<file path="src/rtl/mips_instr_encoder.sv">
// MIPS instruction encoder: encodes R/I/J requests into a 4-deep FIFO with a wrapping word address.
// Optional MIPS_ENC_ERR_EN: illegal kinds are dropped and raise a sticky err output.
module mips_instr_encoder (
    input  logic        clk,
    input  logic        reset,
    input  logic        req_valid,
    output logic        req_ready,
    input  logic [3:0]  req_kind,
    input  logic [4:0]  req_rs,
    input  logic [4:0]  req_rt,
    input  logic [4:0]  req_rd,
    input  logic [15:0] req_imm,
    input  logic [25:0] req_target,
    output logic        out_valid,
    input  logic        out_ready,
    output logic [31:0] out_instr,
    output logic [7:0]  out_addr,
    input  logic        flush
`ifdef MIPS_ENC_ERR_EN
    ,
    output logic        err
`endif
);

    localparam int DATA_W = 32;

    function automatic logic [DATA_W-1:0] encode(
        input logic [3:0]  kind,
        input logic [4:0]  rs,
        input logic [4:0]  rt,
        input logic [4:0]  rd,
        input logic [15:0] imm,
        input logic [25:0] tgt
    );
        logic [DATA_W-1:0] w;
        w = '0;
        case (kind)
            4'd0: w = {6'h00, rs, rt, rd, 5'b0, 6'h20};
            4'd1: w = {6'h00, rs, rt, rd, 5'b0, 6'h22};
            4'd2: w = {6'h00, rs, rt, rd, 5'b0, 6'h2A};
            4'd3: w = {6'h00, rs, rt, rd, 5'b0, 6'h1C};
            4'd4: w = {6'h23, rs, rt, imm};
            4'd5: w = {6'h2B, rs, rt, imm};
            4'd6: w = {6'h04, rs, rt, imm};
            4'd7: w = {6'h08, rs, rt, imm};
            4'd8: w = {6'h02, tgt};
            default: w = '0;
        endcase
        return w;
    endfunction

    logic [DATA_W-1:0] mem_p0 [4];
    logic [DATA_W-1:0] enc_p0;
    logic [1:0]        wr_ptr;
    logic [1:0]        rd_ptr;
    logic [2:0]        count;
    logic              full;
    logic              empty;
    logic              accept;
    logic              push;
    logic              pop;

    assign full      = (count == 3'd4);
    assign empty     = (count == 3'd0);
    assign req_ready = !full;
    assign out_valid = !empty;
    assign accept    = req_valid && !full;
    assign pop       = out_valid && out_ready;
    assign enc_p0    = encode(req_kind, req_rs, req_rt, req_rd, req_imm, req_target);

`ifdef MIPS_ENC_ERR_EN
    // Illegal kinds are consumed from the request side but never enter the FIFO.
    assign push = accept && (req_kind <= 4'd8);
`else
    assign push = accept;
`endif

    // Head is masked to zero when empty so stale storage never shows on the output.
    assign out_instr = empty ? '0 : mem_p0[rd_ptr];

    always_ff @(posedge clk) begin
        if (reset) begin
            wr_ptr   <= '0;
            rd_ptr   <= '0;
            count    <= '0;
            out_addr <= '0;
        end else if (flush) begin
            wr_ptr <= '0;
            rd_ptr <= '0;
            count  <= '0;
        end else begin
            if (push) begin
                wr_ptr <= wr_ptr + 2'd1;
            end
            if (pop) begin
                rd_ptr   <= rd_ptr + 2'd1;
                out_addr <= out_addr + 8'd1;
            end
            count <= count + {2'b0, push} - {2'b0, pop};
        end
    end

    always_ff @(posedge clk) begin
        if (push) begin
            mem_p0[wr_ptr] <= enc_p0;
        end
    end

`ifdef MIPS_ENC_ERR_EN
    always_ff @(posedge clk) begin
        if (reset) begin
            err <= 1'b0;
        end else if (accept && (req_kind > 4'd8)) begin
            err <= 1'b1;
        end
    end
`endif

endmodule

</file>
<file path="config.mk">
export PLATFORM = sky130hd
export DESIGN_NAME = mips_instr_encoder
export DESIGN_NICKNAME = d
export VERILOG_FILES = /design/src/rtl/mips_instr_encoder.sv
export SDC_FILE = /design/constraint.sdc
export NUM_CORES = 1
export LEC_CHECK = 0
export BUFFER_PORTS_ARGS = -buffer_cell sky130_fd_sc_hd__buf_4
export CORE_UTILIZATION = 42
export CTS_CLUSTER_DIAMETER = 80
export CTS_CLUSTER_SIZE = 28
export DETAILED_ROUTE_END_ITERATION = 12
export GPL_ROUTABILITY_DRIVEN = 0
export PLACE_DENSITY = 0.7
export SLEW_MARGIN = 20
export SYNTH_ARGS = -nofsm -noshare
export SYNTH_HDL_FRONTEND = slang
export SYNTH_SLANG_ARGS = --single-unit
</file>
<file path="constraint.sdc">
create_clock -name clk -period 2.1 [get_ports clk]
set_input_delay 0.42 -clock clk [delete_from_list [all_inputs] [get_ports clk]]
set_output_delay 0.42 -clock clk [all_outputs]
set_load 0.01 [all_outputs]
</file>
# == Word level (Yosys, flattened, before mapping) ==
# Memories as Yosys holds them, arrays and structs flattened. A register that Yosys moved wholly into a read port is not among the register bits.
# Cells that the tools add are included.
# Widths: inputs -> output; s select.
# word_totals
register_bits,15
ram_bits,128
input_bits,66
out_inout_bits,42
word_cells,34
memories,1
# memory_table
name,words,width,read_ports,rd_ports_with_merged_regs,wr,line_no,source
mem_p0,4,32,1,1,1,52,logic [DATA_W-1:0] mem_p0 [4];
# op_classes
n_addsub,5
n_eq_ne,9
muxes,6
bitwise_logic,1
n_reduce_logical,8
# ops
operator,n
$pmux 32 s9,1
$mux 32,1
$eq 4x3->1 const B,4
$add 8x1->8 const B,1
$eq 4x2->1 const B,2
$add 2x1->2 const B,2
$eq 4x1->1 const B,1
$eq 4x4->1 const B,1
$logic_not 4->1,1
$mux 2,2
$add 3x1->3,1
$eq 3x3->1 const B,1
$logic_not 3->1,1
$sub 3x1->3,1
$logic_and 1x1->1,2
$logic_not 1->1,2
$mux 1,2
$reduce_and 2->1,1
$reduce_or 2->1,1
$not 1->1,1

# == Longest topological paths before layout ==
# Gate-level depths: netlist (run 1).
# logic_depth
ltp_word,5
ltp_mapped,10

# == Worst setup path after synthesis (run 1) ==
# No wires, ideal clock.
# synth_path
path_type,register to register
from,reg count[1]
to,reg count[2]
setup_ps,126
arrival_ps,2029
t_required_ps,1974
slack_ps,-55
path_stages_with_launch,11
n_path_buf,1
period_less_slack_ps,2155
cell_sequence,dfxtp_1 > buf_2 > nor3b_1 > inv_1 > nand3_1 > nand2_1 > ha_1 > fa_1 > xnor2_1 > xnor2_1 > nor2_1
# synth_via
elab_chain_len,5
# synth_lines
item,line_no,source
start: declaration,56,logic [2:0] count;
start signal: assignment,99,"count <= count + {2'b0, push} - {2'b0, pop};"
$eq 3x3->1,63,assign full = (count == 3'd4);
$logic_not 1->1,n/a,
named net req_ready,7,"output logic req_ready,"
$logic_and 1x1->1,67,assign accept = req_valid && !full;
$add 3x1->3,99,
$sub 3x1->3,99,
# The timed path passes the listed nets, and every way through them passes these cells.
# A chain may end at the register's enable or synchronous reset.

==> results of run 1 <==
[critical path, stage by stage (launching register included)]
cell and delay (ps):
dfxtp_4 440, clkbuf_16 210, mux4_2 500, and2_4 170, buf_6 110
[synthesized netlist by cell type]
cell type  count  share of area
a21oi_1       18          0.015
a22o_1        10          0.015
a22oi_1        6         0.0076
and2_1        31          0.033
and3_1         4         0.0042
and3b_1        2         0.0030
buf_2          8         0.0068
buf_4          4         0.0051
clkbuf_1      13         0.0083
clkinv_1       1        0.00064
conb_1         1        0.00064
dfxtp_1       17          0.058
edfxtp_1     120           0.61
fa_1           1         0.0034
ha_1           6          0.013
inv_1          8         0.0051
mux2_2         6          0.011
mux4_2        30           0.11
nand2_1       16          0.010
nand2b_1       3         0.0032
nand3_1        6         0.0051
nand3b_1       2         0.0025
nand4_1        1         0.0011
nor2_1        17          0.011
nor2b_1        4         0.0042
nor3_1         1        0.00085
nor3b_1        3         0.0038
nor4_1         1         0.0011
nor4bb_1       1         0.0017
o21ai_0       12          0.010
o311ai_0       1         0.0015
o31a_1         2         0.0030
o31ai_1        5         0.0064
o31ai_2        1         0.0021
or2_2          2         0.0021
or3_1          3         0.0032
or4_1          4         0.0051
xnor2_1        3         0.0045
xor2_1         1         0.0015
[flip-flops by register name (all words and copies together), names as in the netlist, named ones only]
signal,count
count,3
mem_p0,120
out_addr,8
rd_ptr,2
wr_ptr,2
[through the flow]
step                      setup TNS (ps)  hold slack, ps  std cells  cell area (um^2)
final                              -4250             240        680              7790
after global placement                 0             487        644              6920
after detailed placement               0             496        644              6920
after global routing               -5740             242        680              7790
after floorplan                        0             472        375              5900
after CTS                          -4760             227        678              7720
[how the worst min path moves through the flow]
stage               from           to  slack, ps  depth (start not counted)
3_5_place_dp   rd_ptr[1]    flip-flop        500                          2
6_report           reset  out_addr[3]        240                          2
2_1_floorplan  rd_ptr[1]    flip-flop        470                          2
4_1_cts            reset  out_addr[3]        230                          2
5_1_grt            reset  out_addr[0]        240                          2
3_3_place_gp   rd_ptr[1]    rd_ptr[1]        490                          2
[cell families (layout without fill, tap and decap cells)]
group	count (synthesis)	after routing
XOR/XNOR	4	4
multiplexers	36	36
AND/OR/NAND/NOR	101	101
flip-flops	137	137
AO/OA/AOI/OAI	55	55
buffers and inverters	34	163
other	1	1
adder cells (fa/ha/maj)	7	7
[power breakdown]
part / leakage [nW] / switching (mW) / internal, mW
Sequential: 1.25 / 0.0289 / 3.07
Combinational: 1.31 / 0.327 / 0.402
Clock: 0.275 / 1.01 / 1.84
[timing repair]
item / CTS / global route
hold endpoints to repair: 0 / 0
gates resized for setup: 58 / 15
hold buffers: 0 / 0
pin swaps: 8 / 8
setup buffers: 0 / 1
cloned: 2 / 1
endpoints found under the setup margin: 32 / 32
[metal layers]
layer / vias to the layer above / global-route usage
li1: 1688 / -
met1: 1789 / 0.226
met2: 116 / 0.302
met3: 17 / 0.0538
met4: 0 / 0.0648
met5: - / 0
[cell type report]
| cell class | count | area [um^2] |
|---|---|---|
| fill | 1045 | 5660 |
| clock buffer | 20 | 437 |
| multi-input combinational | 204 | 1890 |
| inverter | 9 | 33.8 |
| tap | 176 | 220 |
| clock inverter | 12 | 131 |
| sequential | 137 | 3950 |
| timing repair buffer | 122 | 1120 |
==> out/metrics.csv, run 1 <==
metric,value,unit
antenna_found_initial,0,
cp-end-kind,output pin,
dieArea,14500,um^2
track_usage,0.182,
top_layer_used,met4,
place_worst_setup_slack,19.3,ps
drt_iter0_drc,205,
synth_fa_ha_area_frac,0.0161,
start_util,0.438,
drc,0,
synth_cell_types,39,
synth_top_family_by_area,multiplexers,
crit_path_start_kind,flip-flop,
drive_above_1_share,0.448,
fin_ws,-173,ps
first_pass_iters,6,
synthMuxAreaShare,0.126,
ys_seq_elements,137,
max_freq,440,MHz
grt_pass1_wl,19300,um
layout_common_cells,"120 x edfxtp_1, 86 x buf_4, 30 x mux4_2, 30 x buf_6, 29 x and2_4",
arrival,1850,ps
finalSetupViolCount,31,
relSlewSlack,0.366,
cts_htree_levels,4,
wl_met3,880,um
clock_path_buffers,2,
yosysSeqAreaShare,0.669,
r2r_slack,140,ps
fin_total_pwr,6.66,mW
synth_compound_area_frac,0.0609,
critPathMaxFanout,7,
syn_inst,375,
reg2regPathDepth,8,
io_buffers,106,
synth_warnings,0,
via_per_inst,5.31,
layout_commonest_cell,edfxtp_1,
drt_wl_total,12400,um
r2r_end,count[2],
synthXorXnorAreaFrac,0.00594,
rsz0062_at_grt,true,
dr_total_vias,3610,
rows,42,
dpl.hpwl,7510,um
m1WireLength,5150,um
r2r_start,count[1],
io_pins,108,
tritoncts,built,
power.density,855,nW/um^2
clock_sinks,137,
nNetsFinal,564,
ir_worst_vdd,0.562,mV
cp-endpoint,out_instr[15],
crit_type,reg -> out,
status,"finished, violations left",
drv_cap,0,
syn_area,5890,um^2
min_period,2270,ps
final_max_slew_viol_count,0,
cp.required,1680,ps
syn_nets,448,
wl_met2,6240,um
worst_pin_slew,949,ps
finalHoldViolations,0,
yosys.area_share.simple,0.0951,
fin_skew,13.5,ps
overflow,0,
fin_crit_sh,1.08,
leakage,2.83,nW
fp.dieH,120,um
clk_pin_slew,60,ps
final_util,0.579,
wl_per_cell,18.3,um
syn-mean-instance-area,15.7,um^2
hp-class,in -> reg,
failed_checks,setup timing,
diodes,0,
numCtsBuffers,17,
cts_root_buf,clkbuf_16,
ant_nets,0,
core-area,13500,um^2
grt_max_degree,32,
fp.dieW,120,um
clk_latency,420,ps
syn_to_final_growth,32.2,%
grt_pass1_vias,3783,
Power figures use the tool's default switching activity.
==> run 2: changes to the inputs <==
--- a/config.mk
+++ b/config.mk
@@ -11,7 +11,7 @@
 export CTS_CLUSTER_SIZE = 28
 export DETAILED_ROUTE_END_ITERATION = 12
 export GPL_ROUTABILITY_DRIVEN = 0
-export PLACE_DENSITY = 0.7
+export PLACE_DENSITY = 0.63
 export SLEW_MARGIN = 20
 export SYNTH_ARGS = -nofsm -noshare
 export SYNTH_HDL_FRONTEND = slang
==> run 2 against run 1 <==
The flow still finishes with violations (setup timing); largest cell class unchanged; cell area decreased by 1.2%; clock skew decreased by 7.3 ps; critical endpoint is now out_instr[27]; combinational power decreased by 0.7%.
==> out/metrics.csv, run 2 (synthesis results as in run 1) <==
metric,value,unit,change
status,"finished, violations left",,
failed_checks,setup timing,,
start_util,0.438,,unchanged
multi_input_area,1900,um^2,+0.13%
largest-register,mem_p0,,
path_buf_inv,2,,unchanged
crit_type,reg -> out,,
worst_pin_slew,883,ps,-66.1 ps
diodes,0,,unchanged
finalHoldViolations,0,,unchanged
layout_common_cells,"120 x edfxtp_1, 88 x buf_4, 31 x buf_6",,
track_usage,0.184,,+0.00202
clk_pin_slew,50,ps,about the same
grt_max_degree,32,,unchanged
core-area,13500,um^2,unchanged
final_max_slew_viol_count,0,,unchanged
drc,0,,unchanged
hp-class,in -> reg,,
syn_to_final_growth,30.6,%,
numCtsBuffers,17,,unchanged
grt_pass1_vias,3685,,-2.6%
critPathTopFamily,multiplexers,,
fin_crit_sh,1.05,,-0.0330
cp_slowest_stage_delay,510,ps,about the same
critPathMaxFanout,15,,+8
dr_total_vias,3631,,+0.58%
power.density,836,nW/um^2,-2.3%
max_freq,454,MHz,+3.1%
antenna_found_initial,0,,unchanged
clock_sinks,137,,unchanged
fillers,1115,,+6.7%
min_period,2200,ps,-69.3 ps
clk_latency,420,ps,about the same
first_pass_iters,4,,-2
finalSetupViolCount,31,,unchanged
grt_pass1_wl,19300,um,-0.21%
wl_per_cell,18.3,um,-0.18%
rows,42,,unchanged
nNetsFinal,564,,unchanged
io_buffers,106,,unchanged
overflow,0,,unchanged
fp.dieW,120,um,unchanged
dieArea,14500,um^2,unchanged
drt_iter0_drc,217,,+5.9%
crit_path_start_kind,flip-flop,,
dpl.hpwl,7720,um,+2.8%
relSlewSlack,0.412,,+0.0454
via_per_inst,5.34,,+0.58%
leakage,2.80,nW,-1.1%
ir_worst_vdd,0.397,mV,-29%
io_pins,108,,unchanged
layout_commonest_cell,edfxtp_1,,
tritoncts,built,,
drv_cap,0,,unchanged
ant_nets,0,,unchanged
arrival,1780,ps,-70 ps
fp.dieH,120,um,unchanged
clock_path_buffers,2,,unchanged
reg_top3,"mem_p0: 120 flops, out_addr: 8 flops, count: 3 flops",,
ctsHoldBuffers,0,,unchanged
largest_reg_flops,120,,unchanged
crit_slowest_cell,mux4_2,,
path_cells,buf_12 -> mux4_2 -> and2_4 -> buf_6,,
fin_ws,-103,ps,+69.3 ps
rsz0062_at_grt,true,,
cp-end-kind,output pin,,
drt_wl_total,12400,um,-0.18%
hold_ws,249,ps,+9.00 ps
cts_root_buf,clkbuf_16,,
regArea,3950,um^2,about the same
fin_skew,6.18,ps,-7.33 ps
cts_htree_levels,4,,unchanged
cp.required,1680,ps,about the same
drive_above_1_share,0.444,,-0.00397
place_worst_setup_slack,61.4,ps,+42.2 ps
[run 2: cell count changes in the layout (fill, tap and decap cells not counted), sizes merged]
cell	before	now
clkinvlp	1	0
clkbuf	21	28
bufinv	3	0
buf	121	122
clkinv	9	5
[run 2: where the power goes]
part / switching [mW] / total (mW) / internal, mW
clock network: 0.993 / 2.62 / 1.62
logic: 0.328 / 0.725 / 0.397
registers: 0.0258 / 3.09 / 3.07
total: 1.35 / 6.43 / 5.08
[run 2: per-stage QoR]
stage	instances	power (mW)	utilization	setup TNS (ps)	cell area, um^2
6_report	680	6.43	0.572	-2630	7690
5_1_grt	680	6.65	0.572	-4430	7690
4_1_cts	680	6.47	0.567	-3800	7630
3_5_place_dp	648	3.78	0.516	0	6950
3_3_place_gp	648	3.76	0.516	0	6950
2_1_floorplan	375	3.48	-	0	5900
[run 2: final timing paths]
path	startpoint	endpoint	slack [ps]	cells past startpoint
worst max-delay path	flip-flop	out_instr[27]	-100	4
worst min-delay path	reset	out_addr[6]	250	2
worst max register to register	count[1]	count[2]	130	8
worst min register to register	rd_ptr[1]	rd_ptr[1]	510	2
[run 2: area by class of cell]
type                    instances  area share
clock buffers                  28      0.0659
clock inverters                 4     0.00244
inverters                       9     0.00439
multi-input cells             204       0.247
flip-flops and latches        137       0.513
well taps                     176      0.0286
repair buffers                122       0.139
[run 2: what timing repair did]
action                     CTS  global route
setup buffers                0             0
gates resized for setup     49            20
gates cloned                 0             0
setup endpoints to repair   32            32
hold endpoints to repair     0             0
[run 2: metal layers]
layer,wire length (um),track usage
met4,181,0.0772
met2,6200,0.291
met1,5290,0.237
met5,0,0
met3,752,0.0528
